--- config.mk ---
export PLATFORM = sky130hd
export DESIGN_NAME = div
export DESIGN_NICKNAME = d
export VERILOG_FILES = /design/src/rtl/div.sv
export SDC_FILE = /design/constraint.sdc
export NUM_CORES = 1
export LEC_CHECK = 0
export ABC_CLOCK_PERIOD_IN_PS = 3600
export BUFFER_PORTS_ARGS = -buffer_cell sky130_fd_sc_hd__buf_2
export CORE_MARGIN = 2
export CORE_UTILIZATION = 35
export DETAILED_ROUTE_END_ITERATION = 8
export HOLD_SLACK_MARGIN = 0.08
export SLEW_MARGIN = 10
export SYNTH_ARGS = -nofsm -noshare
export SYNTH_HDL_FRONTEND = slang
export SYNTH_SLANG_ARGS = --single-unit
--- constraint.sdc ---
create_clock -name clk -period 3.6 [get_ports clk]
set_input_delay 0 -clock clk [delete_from_list [all_inputs] [get_ports clk]]
set_output_delay 0 -clock clk [all_outputs]
set_load 0.05 [all_outputs]
--- src/rtl/div.sv ---
// Sequential restoring divider: 16-bit dividend / 8-bit divisor, one quotient
// bit per clock, MSB first. Start/busy handshake matches the shift-add
// multiplier. Divide-by-zero completes in one clock with a flagged result.
module div (
    input  logic        clk,
    input  logic        rst,
    input  logic [15:0] a_i,
    input  logic [7:0]  b_i,
    input  logic        start,
    output logic        busy,
    output logic        done,
    output logic [15:0] quotient,
    output logic [7:0]  remainder,
    output logic        dbz
);

    typedef enum logic {
        IDLE,
        CALC
    } state_t;

    state_t      state;
    state_t      state_next;

    logic [15:0] a;
    logic [7:0]  b;
    logic [7:0]  r;
    logic [15:0] q;
    logic [3:0]  ctr;

    logic [8:0]  t;
    logic [8:0]  diff;
    logic        ge;
    logic [7:0]  r_next;
    logic [15:0] q_next;

    // One restoring step: shift in the next dividend bit, trial-subtract
    // the divisor at 9 bits so the compare never overflows.
    always_comb begin
        t      = {r, a[ctr]};
        diff   = t - {1'b0, b};
        ge     = (t >= {1'b0, b});
        r_next = ge ? diff[7:0] : t[7:0];
        q_next = q;
        q_next[ctr] = ge;
    end

    // State register.
    always_ff @(posedge clk or posedge rst) begin
        if (rst) begin
            state <= IDLE;
        end else begin
            state <= state_next;
        end
    end

    // Next-state logic; a zero divisor never leaves IDLE.
    always_comb begin
        state_next = state;
        case (state)
            IDLE: if (start && (b_i != '0)) state_next = CALC;
            CALC: if (ctr == '0)            state_next = IDLE;
            default:                        state_next = IDLE;
        endcase
    end

    assign busy = (state == CALC);

    // Datapath and result registers; results change only on completion.
    always_ff @(posedge clk or posedge rst) begin
        if (rst) begin
            a         <= '0;
            b         <= '0;
            r         <= '0;
            q         <= '0;
            ctr       <= '0;
            quotient  <= '0;
            remainder <= '0;
            dbz       <= 1'b0;
            done      <= 1'b0;
        end else begin
            done <= 1'b0;
            case (state)
                IDLE: begin
                    if (start) begin
                        if (b_i != '0) begin
                            a   <= a_i;
                            b   <= b_i;
                            r   <= '0;
                            q   <= '0;
                            ctr <= 4'd15;
                        end else begin
                            quotient  <= '1;
                            remainder <= a_i[7:0];
                            dbz       <= 1'b1;
                            done      <= 1'b1;
                        end
                    end
                end
                CALC: begin
                    r <= r_next;
                    q <= q_next;
                    if (ctr == '0) begin
                        quotient  <= q_next;
                        remainder <= r_next;
                        dbz       <= 1'b0;
                        done      <= 1'b1;
                    end else begin
                        ctr <= ctr - 4'd1;
                    end
                end
                default: ;
            endcase
        end
    end

endmodule

==> metrics.log <==
INFO  metric status = complete, no violations
INFO  metric max-clock-path-buffers = 2
INFO  metric mappedNetlistNets = 439
INFO  metric power_switching = 2453 uW
INFO  metric worstSetupStartpointType = flip-flop
INFO  metric combPwrFrac = 56.5%
INFO  metric layout.nets = 513
INFO  metric final.setup_skew = 0.01192 ns
INFO  metric top_layer = met4
INFO  metric netSwitchingFraction = 48.37%
INFO  metric fp-row-count = 38
INFO  metric synth_top_area_share = 50.34%
INFO  metric grt_max_degree = 79
INFO  metric worst-r2r-setup-slack = 0.38 ns
INFO  metric power.leakage = 0.002200 uW
INFO  metric drtPass1Iterations = 4
INFO  metric crit_type = flip-flop to flip-flop
INFO  metric final_layout_size_suffix_gt1_share = 20.13%
INFO  metric antenna-diode-count = 0
INFO  metric post-route-drc-count = 0
INFO  metric via_count = 3197
INFO  metric dr_wl_met2 = between 4 and 5 mm
INFO  metric global_route.usage.total = 17.93%
INFO  metric timing.rr.end = remainder[6]$_DFFE_PP0P_
INFO  metric vdd.ir_drop.worst = 0.5075 mV
INFO  metric yosys_warnings = 0
INFO  metric cts_made_buffers = 9
INFO  metric synth_xor_xnor_area_share = 0.9035%
INFO  metric worstHoldPathType = input port to flip-flop
INFO  metric ys_seq_elements = 78
INFO  metric fraction_of_the_mapped_netlist_area_in_compound_gates = between 10% and 20%
INFO  metric required_time_of_the_critical_path = 3.90 ns
INFO  metric share_of_flip_flops_with_an_asynchronous_set_or_reset = 100.0%
INFO  metric synthToLayoutAreaGrowth = 21.72%
INFO  metric max_cap_check_violation_count = 0
INFO  metric power.share.clock = 12.3%
INFO  metric dp_hpwl = 6.796 mm
INFO  metric highest_attainable_clock_frequency = 310.8 MHz
INFO  metric drt_first_iter_violations = roughly 230
INFO  metric final-max-slew-violation-count = 0
INFO  metric io_pins = 54
INFO  metric unrepaired_setup_endpoints_after_global_routing = false
INFO  metric placed_area = 4283 um2
INFO  metric critical_path.max_fanout = 10
INFO  metric final-hold-violation-count = 0
INFO  metric drtAntennaViolNets = 0
INFO  metric fp.coreArea = 10840 um2
INFO  metric syn-instance-count = about 400
INFO  metric worst_reg_to_reg_cells = 12
INFO  metric synth.lib_cells_used.distinct = 49
INFO  metric post_synth_fa_ha_maj_area_fraction = under 10%
INFO  metric cts.repair_timing.setup_buffer_count = 0
INFO  metric netlist_top_cells_area = sky130_fd_sc_hd__dfrtp_1 50%, sky130_fd_sc_hd__nand2_1 7.3%, sky130_fd_sc_hd__ha_1 4.2%
INFO  metric syn_area = 3877 um2
INFO  metric postSynthAreaPerCell = 9.742 um2
INFO  metric via_per_inst = roughly 5.2
INFO  metric wirelength = 9.857 mm
INFO  metric cp-endpoint = remainder[6]$_DFFE_PP0P_
INFO  metric multi_input_area = 1748 um2
INFO  metric cts_tree = yes
INFO  metric routability_driven_placement_congestion_ratio = about 0.87
INFO  metric num-fill-cells = 1049
INFO  metric grt_antenna_before_repair = 0
INFO  metric post-synth-top-area-cell = sky130_fd_sc_hd__dfrtp_1
INFO  metric setup_total_negative_slack = 0 ns
INFO  metric die-height = 109.3 um
INFO  metric power_per_cell_area = around 1100 nW/um2
INFO  metric final_period_minus_worst_setup_slack = 3.217 ns
INFO  metric setup_violation_total_in_the_final_timing_report = 0
INFO  metric first_global_vias = 3259
INFO  metric clk_pin_slew = 0.09 ns
INFO  metric regToRegStartpoint = ctr[0]$_DFFE_PP0P_
INFO  metric met1_length = 4.739 mm
INFO  metric yosys.area_share.simple = about 16%
INFO  metric overflow = 0
INFO  metric sequential_cell_area = 1952 um2
INFO  metric cts_resized = 0
INFO  metric synth_enable_flop_cells = 0
INFO  metric cellInternalPower = 2618 uW
INFO  metric cp_startpoint = ctr[0]$_DFFE_PP0P_
INFO  metric timing.final.crit_share = 89.37%
INFO  metric met3_routed_wirelength = between 400 and 500 um
INFO  metric buffer_ports.inserted = 53
INFO  metric design_area = 4720 um2
INFO  metric floorplan.die.width = 109.3 um
INFO  metric wl_per_cell = 15.98 um
INFO  metric seq_area_frac_synth = 50.34%
INFO  metric worstSkewPairLatency = 0.36 ns
INFO  metric synth_mux_area_share = between 3 and 4%
INFO  metric clock-sinks = 78
INFO  metric h_tree_depth = 3
INFO  metric start_util = roughly 36%
INFO  metric sequentialPowerShare = 31.1%
INFO  metric grt_pass1_wl = roughly 16 mm
INFO  metric cts_hold_buffers = 25
INFO  metric synth-main-ff-cell = sky130_fd_sc_hd__dfrtp_1
INFO  metric max_slew.worst_pin.slew = 0.9948 ns
INFO  metric endpoint_kind = flip-flop
INFO  metric floorplan.die_area = 11940 um2
INFO  metric normalized_max_slew_margin = between 30% and 40%
INFO  metric crit_arrival = about 3.5 ns
INFO  metric cts-root-buf = sky130_fd_sc_hd__clkbuf_8
INFO  metric combinational_family_with_the_most_area_after_synthesis = compound AO/OA/AOI/OAI gates
worst min-delay path by stage:
stage / start / to / slack (ns) / cells after the start
after floorplan: a_i[0] / a[0]$_DFFE_PP0P_ / 0.11 / 2
after global placement: a_i[9] / a[9]$_DFFE_PP0P_ / 0.19 / 3
after detailed placement: a_i[10] / a[10]$_DFFE_PP0P_ / 0.19 / 3
after CTS: start / r[0]$_DFFE_PP0P_ / 0.17 / 5
after global routing: start / r[0]$_DFFE_PP0P_ / 0.20 / 5
final: start / r[3]$_DFFE_PP0P_ / 0.18 / 5
worst max-delay path: stages (launching register included):
cell and delay, ns:
sky130_fd_sc_hd__dfrtp_1 0.60, sky130_fd_sc_hd__mux4_2 0.55, sky130_fd_sc_hd__a22oi_1 0.22, sky130_fd_sc_hd__nand2_1 0.11, sky130_fd_sc_hd__inv_1 0.07, sky130_fd_sc_hd__ha_1 0.20
sky130_fd_sc_hd__fa_1 0.26, sky130_fd_sc_hd__nor2b_4 0.06, sky130_fd_sc_hd__o31a_1 0.26, sky130_fd_sc_hd__o21a_1 0.19, sky130_fd_sc_hd__o21a_1 0.18, sky130_fd_sc_hd__o31ai_2 0.25
sky130_fd_sc_hd__o221a_2 0.22
layout make-up:
cell class / count / share of cell area, %
tap: 140 / 3.712
clock buffer: 9 / 2.625
sequential: 78 / 41.36
clock inverter: 7 / 1.326
timing repair buffer: 90 / 12.83
multi-input combinational: 279 / 37.04
inverter: 14 / 1.113
layout by cell type, fill, tap and decap left out, drive strengths merged, types with 3 or more instances in the layout:
cell type    count
inv             18
buf             65
a21oi           33
a22o            13
mux2i            3
dlygate4sd3     25
ha              13
nand3            7
nor4             3
dfrtp           78
or3              3
o21a             3
nand2           75
and2             3
a211oi           6
a31oi           16
nor2b            7
and3             8
clkbuf           9
o22a             8
o21ai           21
mux4             4
nor2            26
routing by layer:
| layer | track usage, % | vias up |
|---|---|---|
| li1 | - | 1558 |
| met1 | 24.53 | 1531 |
| met2 | 28.26 | 101 |
| met3 | 3.586 | 7 |
| met4 | 6.420 | 0 |
| met5 | 0 | - |
power groups by stage:
stage / combinational (uW) / clock (uW) / sequential, uW
2_1_floorplan: 1770 / 0 / 2000
4_1_cts: 2870 / 647 / 1580
5_1_grt: 3170 / 686 / 1630
3_3_place_gp: 2790 / 0 / 1580
6_report: 2870 / 625 / 1580
3_5_place_dp: 2830 / 0 / 1600
state kept, by name (all words and copies together), names as in the netlist:
register	count
dbz	1
busy	1
ctr	4
r	8
b	8
done	1
quotient	16
remainder	8
q	15
a	16
synthesized netlist by cell type (2+ instances only):
cell type and number:
sky130_fd_sc_hd__dfrtp_1 78, sky130_fd_sc_hd__nor2_1 25, sky130_fd_sc_hd__o21ai_0 20, sky130_fd_sc_hd__xor2_1 2, sky130_fd_sc_hd__mux4_2 4, sky130_fd_sc_hd__o221ai_1 2
sky130_fd_sc_hd__buf_4 3, sky130_fd_sc_hd__nor3_1 2, sky130_fd_sc_hd__a31oi_1 16, sky130_fd_sc_hd__or3_1 3, sky130_fd_sc_hd__o31a_1 2, sky130_fd_sc_hd__a211oi_1 6
sky130_fd_sc_hd__and3_1 8, sky130_fd_sc_hd__inv_1 14, sky130_fd_sc_hd__nor4_2 2, sky130_fd_sc_hd__o21a_1 3, sky130_fd_sc_hd__xnor2_1 2, sky130_fd_sc_hd__and2_1 3
sky130_fd_sc_hd__a22oi_1 2, sky130_fd_sc_hd__clkbuf_1 14, sky130_fd_sc_hd__o22a_1 8, sky130_fd_sc_hd__nand2_1 75, sky130_fd_sc_hd__ha_1 13, sky130_fd_sc_hd__mux2i_1 3
sky130_fd_sc_hd__buf_2 10, sky130_fd_sc_hd__a21oi_1 32, sky130_fd_sc_hd__a22o_1 13, sky130_fd_sc_hd__nor2b_1 6, sky130_fd_sc_hd__nand3_1 6, sky130_fd_sc_hd__o211ai_1 2
stage by stage:
stage / hold WS (ns) / utilization (%) / total power [uW] / setup WS, ns / cells
3_3_place_gp: 0.1893 / 39.51 / 4372 / 0.5212 / 576
6_report: 0.1847 / 43.54 / 5071 / 0.3826 / 617
2_1_floorplan: 0.1054 / - / 3776 / 0.6908 / 398
3_5_place_dp: 0.1918 / 39.51 / 4432 / 0.4243 / 576
5_1_grt: 0.2047 / 43.54 / 5483 / 0.2059 / 617
4_1_cts: 0.1725 / 43.54 / 5101 / 0.3950 / 617
cells by family (layout without fill, tap and decap cells):
group	count (synthesis)	count (layout)
compound gates	116	116
xor+xnor	4	4
simple gates	138	138
fa+ha+maj	14	14
mux	7	7
buf+inv	41	120
flops	78	78
(Power assumes the default switching activity.)
